<file path="config.mk">
export PLATFORM = sky130hd
export DESIGN_NAME = arm_microsequencer
export DESIGN_NICKNAME = d
export VERILOG_FILES = /design/src/rtl/arm_microsequencer.sv
export SDC_FILE = /design/constraint.sdc
export NUM_CORES = 1
export LEC_CHECK = 0
export CORE_MARGIN = 3
export CORE_UTILIZATION = 48
export DETAILED_ROUTE_END_ITERATION = 7
export PLACE_DENSITY = 0.79
export SETUP_SLACK_MARGIN = 0.4
export SYNTH_ARGS = -nofsm -noshare
export SYNTH_HDL_FRONTEND = slang
export SYNTH_SLANG_ARGS = --single-unit
</file>
<file path="constraint.sdc">
create_clock -name clk -period 2.4 [get_ports clk]
set_clock_uncertainty 0.15 [all_clocks]
set_input_delay 0.24 -clock clk [delete_from_list [all_inputs] [get_ports clk]]
set_output_delay 0.24 -clock clk [all_outputs]
set_load 0.01 [all_outputs]
</file>
<file path="src/rtl/arm_microsequencer.sv">
// Control-unit next-state engine: walks the microstore under ns_ctl commands,
// dispatches to encoder entry states, and tracks MOC waits, halt and retired count.
module arm_microsequencer #(
  parameter logic [6:0] FETCH_STATE = 7'd1,
  parameter logic [6:0] ABORT_STATE = 7'd127,
  parameter int         MOC_TIMEOUT = 16,
  parameter int         CNT_W       = 16
) (
  input  logic             clk,
  input  logic             reset_n,
  input  logic             hold,
  input  logic [2:0]       ns_ctl,
  input  logic [6:0]       ns_target,
  input  logic [6:0]       enc_state,
  input  logic             cond_pass,
  input  logic             moc,
  output logic [6:0]       state,
  output logic             dispatched,
  output logic             halted,
  output logic             mem_fault,
  output logic [CNT_W-1:0] instr_count
);

  localparam int TW = $clog2(MOC_TIMEOUT) + 1;
  localparam logic [TW-1:0] TIMER_LAST = TW'(MOC_TIMEOUT - 1);

  typedef enum logic [2:0] {
    CMD_INC       = 3'b000,
    CMD_JUMP      = 3'b001,
    CMD_DISPATCH  = 3'b010,
    CMD_WAIT_MOC  = 3'b011,
    CMD_COND_JUMP = 3'b100,
    CMD_RET_FETCH = 3'b101,
    CMD_HALT      = 3'b110,
    CMD_RESERVED  = 3'b111
  } nsCmd_e;

  logic [6:0]       stateReg, stateNext;
  logic             dispatchedReg, dispatchedNext;
  logic             haltedReg, haltedNext;
  logic             memFaultReg, memFaultNext;
  logic [CNT_W-1:0] instrCountReg, instrCountNext;
  logic [TW-1:0]    timerReg, timerNext;
  nsCmd_e           cmd;
  logic [6:0]       stateInc;
  logic             timeoutHit;

  // Once halted, the engine ignores the microstore until reset.
  always_comb begin
    cmd = haltedReg ? CMD_HALT : nsCmd_e'(ns_ctl);
  end

  assign stateInc   = stateReg + 7'd1;
  assign timeoutHit = (MOC_TIMEOUT != 0) && (timerReg == TIMER_LAST);

  always_ff @(posedge clk or negedge reset_n) begin
    if (!reset_n) begin
      stateReg      <= '0;
      dispatchedReg <= 1'b0;
      haltedReg     <= 1'b0;
      memFaultReg   <= 1'b0;
      instrCountReg <= '0;
      timerReg      <= '0;
    end else begin
      stateReg      <= stateNext;
      dispatchedReg <= dispatchedNext;
      haltedReg     <= haltedNext;
      memFaultReg   <= memFaultNext;
      instrCountReg <= instrCountNext;
      timerReg      <= timerNext;
    end
  end

  always_comb begin
    stateNext      = stateReg;
    dispatchedNext = 1'b0;
    haltedNext     = haltedReg;
    memFaultNext   = memFaultReg;
    instrCountNext = instrCountReg;
    timerNext      = '0;
    if (hold) begin
      timerNext = timerReg;
    end else begin
      case (cmd)
        CMD_INC:       stateNext = stateInc;
        CMD_JUMP:      stateNext = ns_target;
        CMD_DISPATCH: begin
          if (cond_pass && (enc_state != 7'd0)) begin
            stateNext      = enc_state;
            dispatchedNext = 1'b1;
            instrCountNext = instrCountReg + CNT_W'(1);
          end else begin
            stateNext = FETCH_STATE;
          end
        end
        CMD_WAIT_MOC: begin
          // A late moc in the final wait cycle still counts as success.
          if (moc) begin
            stateNext = stateInc;
          end else if (timeoutHit) begin
            stateNext    = ABORT_STATE;
            memFaultNext = 1'b1;
          end else begin
            timerNext = timerReg + TW'(1);
          end
        end
        CMD_COND_JUMP: stateNext = cond_pass ? ns_target : stateInc;
        CMD_RET_FETCH: stateNext = FETCH_STATE;
        CMD_HALT:      haltedNext = 1'b1;
        CMD_RESERVED:  stateNext = FETCH_STATE;
      endcase
    end
  end

  assign state       = stateReg;
  assign dispatched  = dispatchedReg;
  assign halted      = haltedReg;
  assign mem_fault   = memFaultReg;
  assign instr_count = instrCountReg;

endmodule

</file>
==> results_tabular.tex <==
\begin{tabular}{lr}
\hline
Metric & Value \\
\hline
\multicolumn{2}{l}{\textbf{Global route}} \\
Remaining global-route overflow & 0 \\
Via count of the first global-routing pass & 1763 \\
Pin count of the biggest net entering global routing & 32 \\
Antenna violations before repair & 0 \\
Global routing usage summed across all routing layers & 0.229 \\
Wire length of the first global-routing pass & 7850 µm \\
\multicolumn{2}{l}{\textbf{Cells and area}} \\
Post-layout net count & 283 \\
Share of layout cells above drive strength 1 & 0.220 \\
Synth-to-layout area growth & 47.1\% \\
Most common cell after layout, fill and taps aside & sky130\_fd\_sc\_hd\_\_clkdlybuf4s50\_1 \\
Fill cells & 248 \\
Number of antenna diodes & 0 \\
Final standard cell area without fillers & 2660 µm² \\
Final Core Density & 0.766 \\
Commonest cells after routing, fill and taps aside & sky130\_fd\_sc\_hd\_\_clkdlybuf4s50\_1, sky130\_fd\_sc\_hd\_\_dfrtp\_1, sky130\_fd\_sc\_hd\_\_buf\_4 \\
\multicolumn{2}{l}{\textbf{Critical path}} \\
Data arrival time of the critical path & 1940 ps \\
Worst setup EP type & flip-flop \\
Crit-path max cell delay & 410 ps \\
Reg-to-reg startpoint & timerReg[1]\$\_DFFE\_PN0N\_ \\
Worst setup path class & flip-flop to flip-flop \\
Slowest library cell on the worst path & sky130\_fd\_sc\_hd\_\_a2111oi\_4 \\
Flop2flop setup slack & 480 ps \\
Cells along the critical path & ha\_2, nand4b\_1, a2111oi\_4, buf\_4, a21oi\_2, a221oi\_2, nor2\_1 \\
Setup crit start kind & flip-flop \\
Register-to-Register Path Depth & 7 \\
Required time of the critical path & 2420 ps \\
Launch point of the critical path & timerReg[1]\$\_DFFE\_PN0N\_ \\
Capture point of the worst reg-to-reg path & state[6]\$\_DFFE\_PN0P\_ \\
Maximum fanout along the worst path & 3 \\
\multicolumn{2}{l}{\textbf{STA}} \\
FMAX & 0.520 GHz \\
Rel. slew slack & 0.732 \\
Post-route clock period utilization & 0.801 \\
Measured slew at the worst slew-check pin & 403 ps \\
Total count of max-transition violations in the final report & 0 \\
Final TNS setup & 0 ps \\
Unrepaired setup endpoints after global routing & true \\
Min setup slack post-route & 478 ps \\
Final Hold Violating Endpoints & 0 \\
Finish-stage setup viols & 0 \\
Tmin final & 1920 ps \\
\multicolumn{2}{l}{\textbf{Clock tree}} \\
Total clock buffers created by CTS & 5 \\
Clock latency at the later pin of the worst-skew pair & 280 ps \\
Clock transition at the registers of the reported paths & 70 ps \\
Sink Count & 31 \\
Number of buffers between clock root and the deepest sink & 2 \\
H-tree depth & 2 \\
Root buffer cell & sky130\_fd\_sc\_hd\_\_clkbuf\_8 \\
CTS tree & yes \\
\multicolumn{2}{l}{\textbf{Logic synthesis}} \\
Yosys cell types & 42 \\
Asr flop ratio synth & 1.00 \\
Post-Syn Area & 1810 µm² \\
Synthesized Nets & 212 \\
Average footprint of a synthesized cell & 9.65 µm² \\
Number of synthesized register bits & 31 \\
Count of mapped cells out of synthesis & 187 \\
Synth Flop Type & sky130\_fd\_sc\_hd\_\_dfrtp\_1 \\
Share of the yosys chip area belonging to registers & 0.430 \\
Post-synth EDFFs & 0 \\
Synthesis warning total & 0 \\
\multicolumn{2}{l}{\textbf{Pwr}} \\
Post-route total power & 1.60 mW \\
Static power due to leakage & 1.21 nW \\
Peak supply drop & 0.586 mV \\
PD cells & 603 nW/µm² \\
\multicolumn{2}{l}{\textbf{Outcome}} \\
Status & complete, no violations \\
\multicolumn{2}{l}{\textbf{Detailed routing}} \\
Number of remaining DRC errors & 0 \\
Vias & 1793 \\
Drt total wl & 4880 µm \\
Average routed wire per standard cell & 16.0 µm \\
Number of DRC violations after detailed-routing iteration 0 & 139 \\
Antenna-violating nets left & 0 \\
Detailed-route vias per instance & 5.88 \\
First-pass detailed-route iteration total & 4 \\
\multicolumn{2}{l}{\textbf{Floorplan}} \\
Core footprint & 3470 µm² \\
Initial standard-cell utilization of the core & 0.521 \\
Die Ht & 67.3 µm \\
\# rows & 21 \\
Ports & 48 \\
Die Outline Area & 4530 µm² \\
Die X & 67.3 µm \\
\multicolumn{2}{l}{\textbf{Hold path}} \\
Tightest Hold Check Type & input port to async pin \\
\multicolumn{2}{l}{\textbf{Flow run}} \\
Maximum capacitance violations & 0 \\
\multicolumn{2}{l}{\textbf{Place}} \\
Port bufs & 47 \\
Detailed Place HPWL & 3550 µm \\
Last weighted congestion value of the routability-driven placer & 0.868 \\
Setup slack after placement & -55.0 ps \\
DP Area & 2420 µm² \\
\hline
\end{tabular}
==> state kept, by name, summed over array words and instances (netlist names) <==
signal,flops
dispatched,1
timerReg,5
halted,1
state,7
instr_count,16
mem_fault,1
==> final cells by class <==
type,count,area [µm²],share of cell area
Multi-Input combinational cell,138,1010,0.381
Tap cell,46,57.6,0.0217
Sequential cell,31,777,0.293
Clock inverter,2,35.0,0.0132
Inverter,9,33.8,0.0127
Clock buffer,6,82.6,0.0311
Timing Repair Buffer,73,658,0.248
==> worst max path at each step <==
stage                                   to  slack [ps]
5_1_grt               state[6]$_DFFE_PN0P_         390
3_5_place_dp   instr_count[15]$_DFFE_PN0P_         -60
3_3_place_gp   instr_count[15]$_DFFE_PN0P_         -40
4_1_cts               state[4]$_DFFE_PN0P_         400
6_report              state[6]$_DFFE_PN0P_         480
2_1_floorplan  instr_count[15]$_DFFE_PN0P_         350
==> through the flow <==
| step | cells | hold WS (ps) |
|---|---|---|
| final | 305 | 200 |
| after global routing | 305 | 218 |
| after CTS | 304 | 194 |
| after detailed placement | 289 | 306 |
| after global placement | 289 | 305 |
| after floorplan | 187 | -206 |
==> worst max-delay path, delay by kind of cell, from the launching register on <==
family | cells | cell delay (ps)
compound gates | 3 | 680
fa+ha+maj | 1 | 190
buf+inv | 1 | 190
flops | 1 | 370
simple gates | 2 | 220
==> logic make-up (layout without fill, tap and decap cells) <==
kind of cell,count (synthesis),count (layout),share of synthesized area
mux,1,1,0.00624
fa+ha+maj,3,3,0.0208
simple gates,71,71,0.235
xor+xnor,16,16,0.0776
buf+inv,18,90,0.0471
compound gates,47,47,0.184
flops,31,31,0.430
==> cells in the mapped netlist (2+ instances only) <==
library cell	n	area [µm²]
sky130_fd_sc_hd__a211oi_1	2	15.0
sky130_fd_sc_hd__o21ai_0	12	60.1
sky130_fd_sc_hd__nand3b_1	2	15.0
sky130_fd_sc_hd__inv_1	9	33.8
sky130_fd_sc_hd__clkbuf_1	5	18.8
sky130_fd_sc_hd__buf_6	2	22.5
sky130_fd_sc_hd__or4_4	2	22.5
sky130_fd_sc_hd__nor2_1	7	26.3
sky130_fd_sc_hd__o32ai_1	2	17.5
sky130_fd_sc_hd__a22o_1	4	35.0
sky130_fd_sc_hd__nand2_1	14	52.6
sky130_fd_sc_hd__and3_1	9	56.3
sky130_fd_sc_hd__nor3_1	2	10.0
sky130_fd_sc_hd__and4_1	4	35.0
sky130_fd_sc_hd__or3_1	2	12.5
sky130_fd_sc_hd__a21oi_1	4	20.0
sky130_fd_sc_hd__o22ai_1	2	12.5
sky130_fd_sc_hd__buf_2	2	10.0
sky130_fd_sc_hd__nand4_1	4	25.0
sky130_fd_sc_hd__and4bb_2	2	25.0
sky130_fd_sc_hd__a31oi_1	4	25.0
sky130_fd_sc_hd__nand3_1	9	45.0
sky130_fd_sc_hd__xor2_1	4	35.0
sky130_fd_sc_hd__a21o_1	2	15.0
sky130_fd_sc_hd__dfrtp_1	31	776
sky130_fd_sc_hd__a221oi_1	6	52.6
sky130_fd_sc_hd__o31ai_1	4	30.0
sky130_fd_sc_hd__ha_1	3	37.5
sky130_fd_sc_hd__xnor2_1	12	105
sky130_fd_sc_hd__and2_1	3	18.8
sky130_fd_sc_hd__nand2b_1	6	37.5
==> per-layer routing <==
| layer | routed length (µm) | up-vias | GRT usage |
|---|---|---|---|
| li1 | - | 842 | - |
| met2 | 2460 | 86 | 0.402 |
| met1 | 2050 | 859 | 0.278 |
| met4 | 36 | 0 | 0.0759 |
| met3 | 337 | 6 | 0.0483 |
| met5 | 0 | - | 0 |
==> power breakdown <==
group	total (mW)	switching (mW)	internal, mW
Combinational	0.389	0.166	0.223
Sequential	0.672	0.0926	0.580
Clock	0.540	0.204	0.336
==> timing repair <==
action	4_1_cts	5_1_grt
setup buffers	7	1
hold buffers	0	0
setup endpoints to repair	21	18
resized for setup	26	5
pin swaps	6	5
Power figures use the tool's default switching activity.
